[config.mk]
export PLATFORM = sky130hd
export DESIGN_NAME = instr_sequencer
export DESIGN_NICKNAME = d
export VERILOG_FILES = /design/src/rtl/cpu_pkg.sv /design/src/rtl/branch_cond.sv /design/src/rtl/instr_sequencer.sv
export SDC_FILE = /design/constraint.sdc
export NUM_CORES = 1
export LEC_CHECK = 0
export CORE_MARGIN = 2
export CORE_UTILIZATION = 35
export CTS_CLUSTER_DIAMETER = 150
export CTS_CLUSTER_SIZE = 40
export DETAILED_ROUTE_END_ITERATION = 10
export PLACE_DENSITY = 0.7
export SETUP_SLACK_MARGIN = 0.2
export SYNTH_ARGS = -nofsm -noshare
export SYNTH_HDL_FRONTEND = slang
export SYNTH_SLANG_ARGS = --single-unit
[constraint.sdc]
create_clock -name clk -period 3 [get_ports clk]
set_clock_uncertainty 0.15 [all_clocks]
set_input_delay 0.75 -clock clk [delete_from_list [all_inputs] [get_ports clk]]
set_output_delay 0.75 -clock clk [all_outputs]
set_load 0.005 [all_outputs]
[src/rtl/cpu_pkg.sv]
// Shared opcodes and sequencer state encoding.
package cpu_pkg;

    localparam logic [5:0] OP_B    = 6'b001000;
    localparam logic [5:0] OP_BCY  = 6'b001001;
    localparam logic [5:0] OP_BNCY = 6'b001010;
    localparam logic [5:0] OP_BR   = 6'b001011;
    localparam logic [5:0] OP_BLTZ = 6'b001100;
    localparam logic [5:0] OP_CALL = 6'b001101;
    localparam logic [5:0] OP_BZ   = 6'b001110;
    localparam logic [5:0] OP_BNZ  = 6'b001111;
    localparam logic [5:0] OP_HALT = 6'b111111;

    typedef enum logic [2:0] {
        S_IDLE,
        S_FETCH,
        S_DECODE,
        S_EXEC,
        S_MEM,
        S_WB,
        S_HALT
    } state_t;

endpackage

[src/rtl/branch_cond.sv]
// Branch condition evaluation: opcode + rs value + carry flag -> taken.
module branch_cond
    import cpu_pkg::*;
#(
    parameter int DATA_W = 32
) (
    input  logic [5:0]        opcode_i,
    input  logic [DATA_W-1:0] rs_val_i,
    input  logic              carry_i,
    output logic              taken_o
);

    // Unconditional kinds are always taken; unknown opcodes never are.
    always_comb begin
        taken_o = 1'b0;
        case (opcode_i)
            OP_B, OP_BR, OP_CALL: taken_o = 1'b1;
            OP_BCY:               taken_o = carry_i;
            OP_BNCY:              taken_o = !carry_i;
            OP_BLTZ:              taken_o = rs_val_i[DATA_W-1];
            OP_BZ:                taken_o = (rs_val_i == '0);
            OP_BNZ:               taken_o = (rs_val_i != '0);
            default:              taken_o = 1'b0;
        endcase
    end

endmodule

[src/rtl/instr_sequencer.sv]
// Multi-cycle fetch/decode/exec/mem/writeback sequencer owning pc and ir.
module instr_sequencer
    import cpu_pkg::*;
#(
    parameter int ADDR_W = 10,
    parameter int DATA_W = 32
) (
    input  logic              clk,
    input  logic              rst,
    input  logic              start,
    input  logic [DATA_W-1:0] instr,
    output logic [ADDR_W-1:0] instr_addr,
    output logic [5:0]        opcode,
    output logic [4:0]        func,
    input  logic              reg_write,
    input  logic              mem_read,
    input  logic              mem_write,
    input  logic              is_branch,
    input  logic              jump_addr,
    input  logic              label_sel,
    input  logic [DATA_W-1:0] rs_val,
    input  logic              carry_in,
    input  logic              carry_we,
    input  logic              mem_ready,
    output logic              reg_we,
    output logic              dmem_re,
    output logic              dmem_we,
    output logic [DATA_W-1:0] link_addr,
    output logic              halted
);

    state_t            state_q, state_d;
    logic [ADDR_W-1:0] pc_q, pc_d;
    logic [ADDR_W-1:0] target_q, target_d;
    logic [DATA_W-1:0] ir_q, ir_d;
    logic              carry_q, carry_d;
    logic              taken_q, taken_d;
    logic [ADDR_W-1:0] pc_inc;
    logic [ADDR_W-1:0] offset;
    logic              cond_taken;

    assign pc_inc     = pc_q + 1'b1;
    assign instr_addr = pc_q;
    assign opcode     = ir_q[31:26];
    assign func       = ir_q[4:0];
    assign link_addr  = {{(DATA_W-ADDR_W){1'b0}}, pc_inc};
    assign halted     = (state_q == S_HALT);

    // Sign-extended immediate, truncated to pc width (targets wrap mod 2^ADDR_W).
    assign offset = label_sel ? ADDR_W'({{(DATA_W-26){ir_q[25]}}, ir_q[25:0]})
                              : ADDR_W'({{(DATA_W-16){ir_q[15]}}, ir_q[15:0]});

    branch_cond #(.DATA_W(DATA_W)) u_cond (
        .opcode_i (ir_q[31:26]),
        .rs_val_i (rs_val),
        .carry_i  (carry_q),
        .taken_o  (cond_taken)
    );

    // State, pc, ir and branch bookkeeping registers.
    always_ff @(posedge clk or posedge rst) begin
        if (rst) begin
            state_q  <= S_IDLE;
            pc_q     <= '0;
            ir_q     <= '0;
            carry_q  <= 1'b0;
            taken_q  <= 1'b0;
            target_q <= '0;
        end else begin
            state_q  <= state_d;
            pc_q     <= pc_d;
            ir_q     <= ir_d;
            carry_q  <= carry_d;
            taken_q  <= taken_d;
            target_q <= target_d;
        end
    end

    // Next-state logic and per-state strobes.
    always_comb begin
        state_d  = state_q;
        pc_d     = pc_q;
        ir_d     = ir_q;
        carry_d  = carry_q;
        taken_d  = taken_q;
        target_d = target_q;
        reg_we   = 1'b0;
        dmem_re  = 1'b0;
        dmem_we  = 1'b0;
        case (state_q)
            S_IDLE: begin
                if (start) state_d = S_FETCH;
            end
            S_FETCH: state_d = S_DECODE;
            S_DECODE: begin
                ir_d    = instr;
                state_d = (instr[31:26] == OP_HALT) ? S_HALT : S_EXEC;
            end
            S_EXEC: begin
                taken_d  = is_branch & (jump_addr | cond_taken);
                target_d = jump_addr ? rs_val[ADDR_W-1:0] : pc_inc + offset;
                if (carry_we) carry_d = carry_in;
                state_d  = ((mem_read | mem_write) & !is_branch) ? S_MEM : S_WB;
            end
            S_MEM: begin
                // A write takes priority over a read when both are decoded.
                dmem_we = mem_write;
                dmem_re = mem_read & !mem_write;
                if (mem_ready) state_d = S_WB;
            end
            S_WB: begin
                reg_we  = reg_write;
                pc_d    = taken_q ? target_q : pc_inc;
                state_d = S_FETCH;
            end
            S_HALT: state_d = S_HALT;
            default: state_d = S_IDLE;
        endcase
    end

endmodule

==> metrics.md <==
| Metric | Value |
|---|---|
| Status | complete, no violations |
| Synth Area in XOR/XNOR | around 6.2% |
| Worst path slowest cell | or3_4 |
| Min Tclk post-route | 2720 ps |
| Fin cells | a little under 500 |
| Warnings from Yosys | 0 |
| Critical path peak fanout | 7 |
| RSZ-0062 raised after global routing | false |
| Synth Area per Inst | between 9 and 10 um2 |
| ANT cells | 0 |
| DRT Pass-1 Iters | 4 |
| Root Buffer | clkbuf_8 |
| Hold-fix buffers at CTS | 0 |
| Largest family of logic cells by synthesized area | simple AND/OR/NAND/NOR gates |
| Vias in the first global route | about 2.4k |
| PD cells | 1040 nW/um2 |
| Layout net count | 483 |
| Post-DP HPWL | ~5500 um |
| Fraction of registers with async set/reset | 100% |
| Placed Cells incl. Taps | 480 |
| CTS Sinks | between 40 and 50 |
| Final Slew Violations | 0 |
| Largest net degree at the start of global routing | 42 |
| Routed wire length | a little over 7000 um |
| VDD IR max | about 0.57 mV |
| Slew @ Worst Pin | between 700 and 800 ps |
| DIE AREA | just under 9000 um2 |
| Critical Path Sink Type | primary output |
| Simple-gate portion of the synthesized area | 15.7% |
| Worst setup margin | between 200 and 300 ps |
| Gr usage total | 16.9% |
| Multiplexer share of the synthesized area | about a tenth |
| Area leader, netlist | dfrtp_1 |
| Worst endpoint required time | roughly 2100 ps |
| R2r startpoint | instr_addr[1]$_DFFE_PP0N_ |
| LEAKAGE | between 1.5 and 2 nW |
| Place WS | -27.7 ps |
| # DRC | 0 |
| I/O Pins | between 100 and 150 |
| Layout cell share with drive strength beyond 1 | ~14% |
| Worst skew pair latency | 300 ps |
| Syn-to-layout area delta | 42.2% |
| Final period util | approximately nine tenths |
| Startpoint types | flop |
| RR Endpoint | target_q[8]$_DFFE_PP0P_ |
| Reg2Reg Depth | 9 |
| Initial detailed-routing violation count | approximately 150 |
| CP Data Arrival Time | 1820 ps |
| F_max | about 0.37 GHz |
| CTS max path bufs | 2 |
| Min-Delay Endpoint | target_q[4]$_DFFE_PP0P_ |
| Antenna-violating nets left | 0 |
| Utilization after layout | 51.6% |
| Seq cells post-synth | 41 |
| Synth top area share | between 30 and 40% |
| Critical path type | flop to primary output |
| Largest stage delay, worst path | roughly 460 ps |
| Final hold viol count | 0 |
| Count of unique library cells instantiated by Yosys | 48 |
| Initial antenna violation count | 0 |
| Number of synthesized flops with an enable pin | 0 |
| Number of port buffers | 93 |
| Compound-Gate Fraction of Synth Area | between 10% and 20% |
| Via Count | between 2k and 2.5k |
| Core ar. | between 7000 and 8000 um2 |
| Post-DR vias/cell | about 5 |
| Final estimated routing congestion in global placement | about 0.83 |
| Worst hold start | target_q[4]$_DFFE_PP0P_ |
| Num CTS Buffers | 5 |
| WL/cell | around 15 um |
| First-pass GRT wire length | approximately 12,000 um |
| Setup_tns | 0 ps |
| Top-count cell post-synth | dfrtp_1 |
| Max Cap Viol | 0 |
| Initial Utilization | between 30 and 40% |
| Register area share after synthesis | 36.6% |
| Slew margin rel. | a little under half |
| R2r setup slk | ~280 ps |
| Worst Hold Class | flop to flop |
| Site Rows | 32 |
| Worst-path clk slew | roughly 80 ps |
| Synthesized cell area | between 2000 and 3000 um2 |
| Die Width | 93.5 um |
| Htree depth | 2 |
| Post-Syn Instances | 300 |
| Gr ovfl total | 0 |
| WHS Path Cells | 2 |
| CTS tree | yes |
| Die Height | ~94 um |
| Synth Flop Type | dfrtp_1 |
| # setup viols final | 0 |
| Synth cell count leaders | 41 x dfrtp_1, 34 x buf_4, 22 x nand2_1 |
| Adder-Cell Fraction of Synth Area | under 10% |
| Crit-path cells | nand4_1 -> or3_4 -> xnor2_4 -> dlygate4sd2_1 |
| Synth top area cells | dfrtp_1 37%, buf_4 9.1%, mux2_1 6.8% |
-- where the power goes --
part	total, W	switching (W)	leakage (nW)	internal (W)
registers	0.00107	0.000263	0.469	0.000809
clock network	0.000343	0.000189	0.0399	0.000153
logic	0.00273	0.00128	1.13	0.00145
-- area by class of cell --
| class | count | area (um2) |
|---|---|---|
| sequential | 41 | 1030 |
| timing repair buffer | 114 | 1090 |
| fill | 732 | 3740 |
| clock inverter | 1 | 5.00 |
| multi-input combinational | 225 | 1630 |
| tap | 102 | 128 |
| clock buffer | 5 | 68.8 |
| inverter | 9 | 33.8 |
-- cell families after synthesis --
logic type / Yosys count
muxes: 26
AOI/OAI and AO/OA: 62
xor gates and xnor gates: 17
adders and majority gates: 11
and+or+nand+nor: 87
other: 1
DFF: 41
buffers and inverters: 55
-- per-layer routing --
layer | vias to the layer above | share of wire, % | track usage, %
li1 | 1203 | - | -
met1 | 1156 | 43 | 22.0
met2 | 104 | 48 | 27.8
met3 | 10 | 7.6 | 4.27
met4 | 0 | 1.3 | 5.02
met5 | - | 0 | 0
-- state kept, by name, summed over array words and instances (netlist names) --
register    cells
instr_addr     10
state_q         3
taken_q         1
target_q       10
carry_q         1
ir_q           16
-- stage by stage --
stage / total power [W] / instance area [um2] / hold WS (ps)
after global routing: 0.00446 / 3990 / 361
after CTS: 0.00407 / 3950 / 345
after floorplan: 0.00272 / 2880 / 305
final: 0.00414 / 3990 / 345
after global placement: 0.00349 / 3710 / 320
after detailed placement: 0.00356 / 3710 / 327
-- worst max-delay path: cells and delay by family (launching register included) --
kind	cells	cell delay, ps
XOR/XNOR	1	170
buffers and inverters	1	260
flip-flops	1	450
AND/OR/NAND/NOR	2	630
-- cell usage in the layout, fill, tap and decap left out, types with 2 or more instances in the layout --
master,count
nor2_1,14
o21a_1,2
a211oi_1,2
inv_1,8
dlymetal6s2s_1,2
a22oi_1,6
dlygate4sd2_1,5
nand2b_1,3
nand4_1,5
conb_1,22
buf_4,20
a21oi_1,15
o21ai_1,20
o21ai_0,2
mux2i_1,9
mux2_1,17
nor2_2,2
dfrtp_1,35
xnor2_2,4
nand2_1,22
xor2_1,2
clkdlybuf4s50_1,86
dfrtp_2,6
o22ai_1,2
nand3_1,10
ha_1,8
clkbuf_8,5
nor4_1,8
and2_1,2
xor2_2,4
a31oi_1,2
nor3b_1,2
xnor2_1,6
nor4b_1,2
nor3_1,8
-- worst max path at each step --
stage / slack [ps] / start / cells after the start / to
floorplan: 300 / instr_addr[0]$_DFFE_PP0N_ / 8 / target_q[8]$_DFFE_PP0P_
global placement: 80 / mem_write / 4 / dmem_re
finish: 280 / instr_addr[5]$_DFFE_PP0N_ / 4 / link_addr[9]
detailed placement: -30 / mem_write / 4 / dmem_re
CTS: 180 / instr_addr[2]$_DFFE_PP0N_ / 5 / link_addr[6]
global route: 200 / instr_addr[0]$_DFFE_PP0N_ / 5 / link_addr[5]
-- repair_timing --
item	in CTS	in global routing
pin swaps	5	4
buffers inserted	10	1
endpoints found under the setup margin	11	8
gates resized for setup	23	11
hold endpoints to repair	0	0
Note: power is estimated with default switching activity, not from simulation.
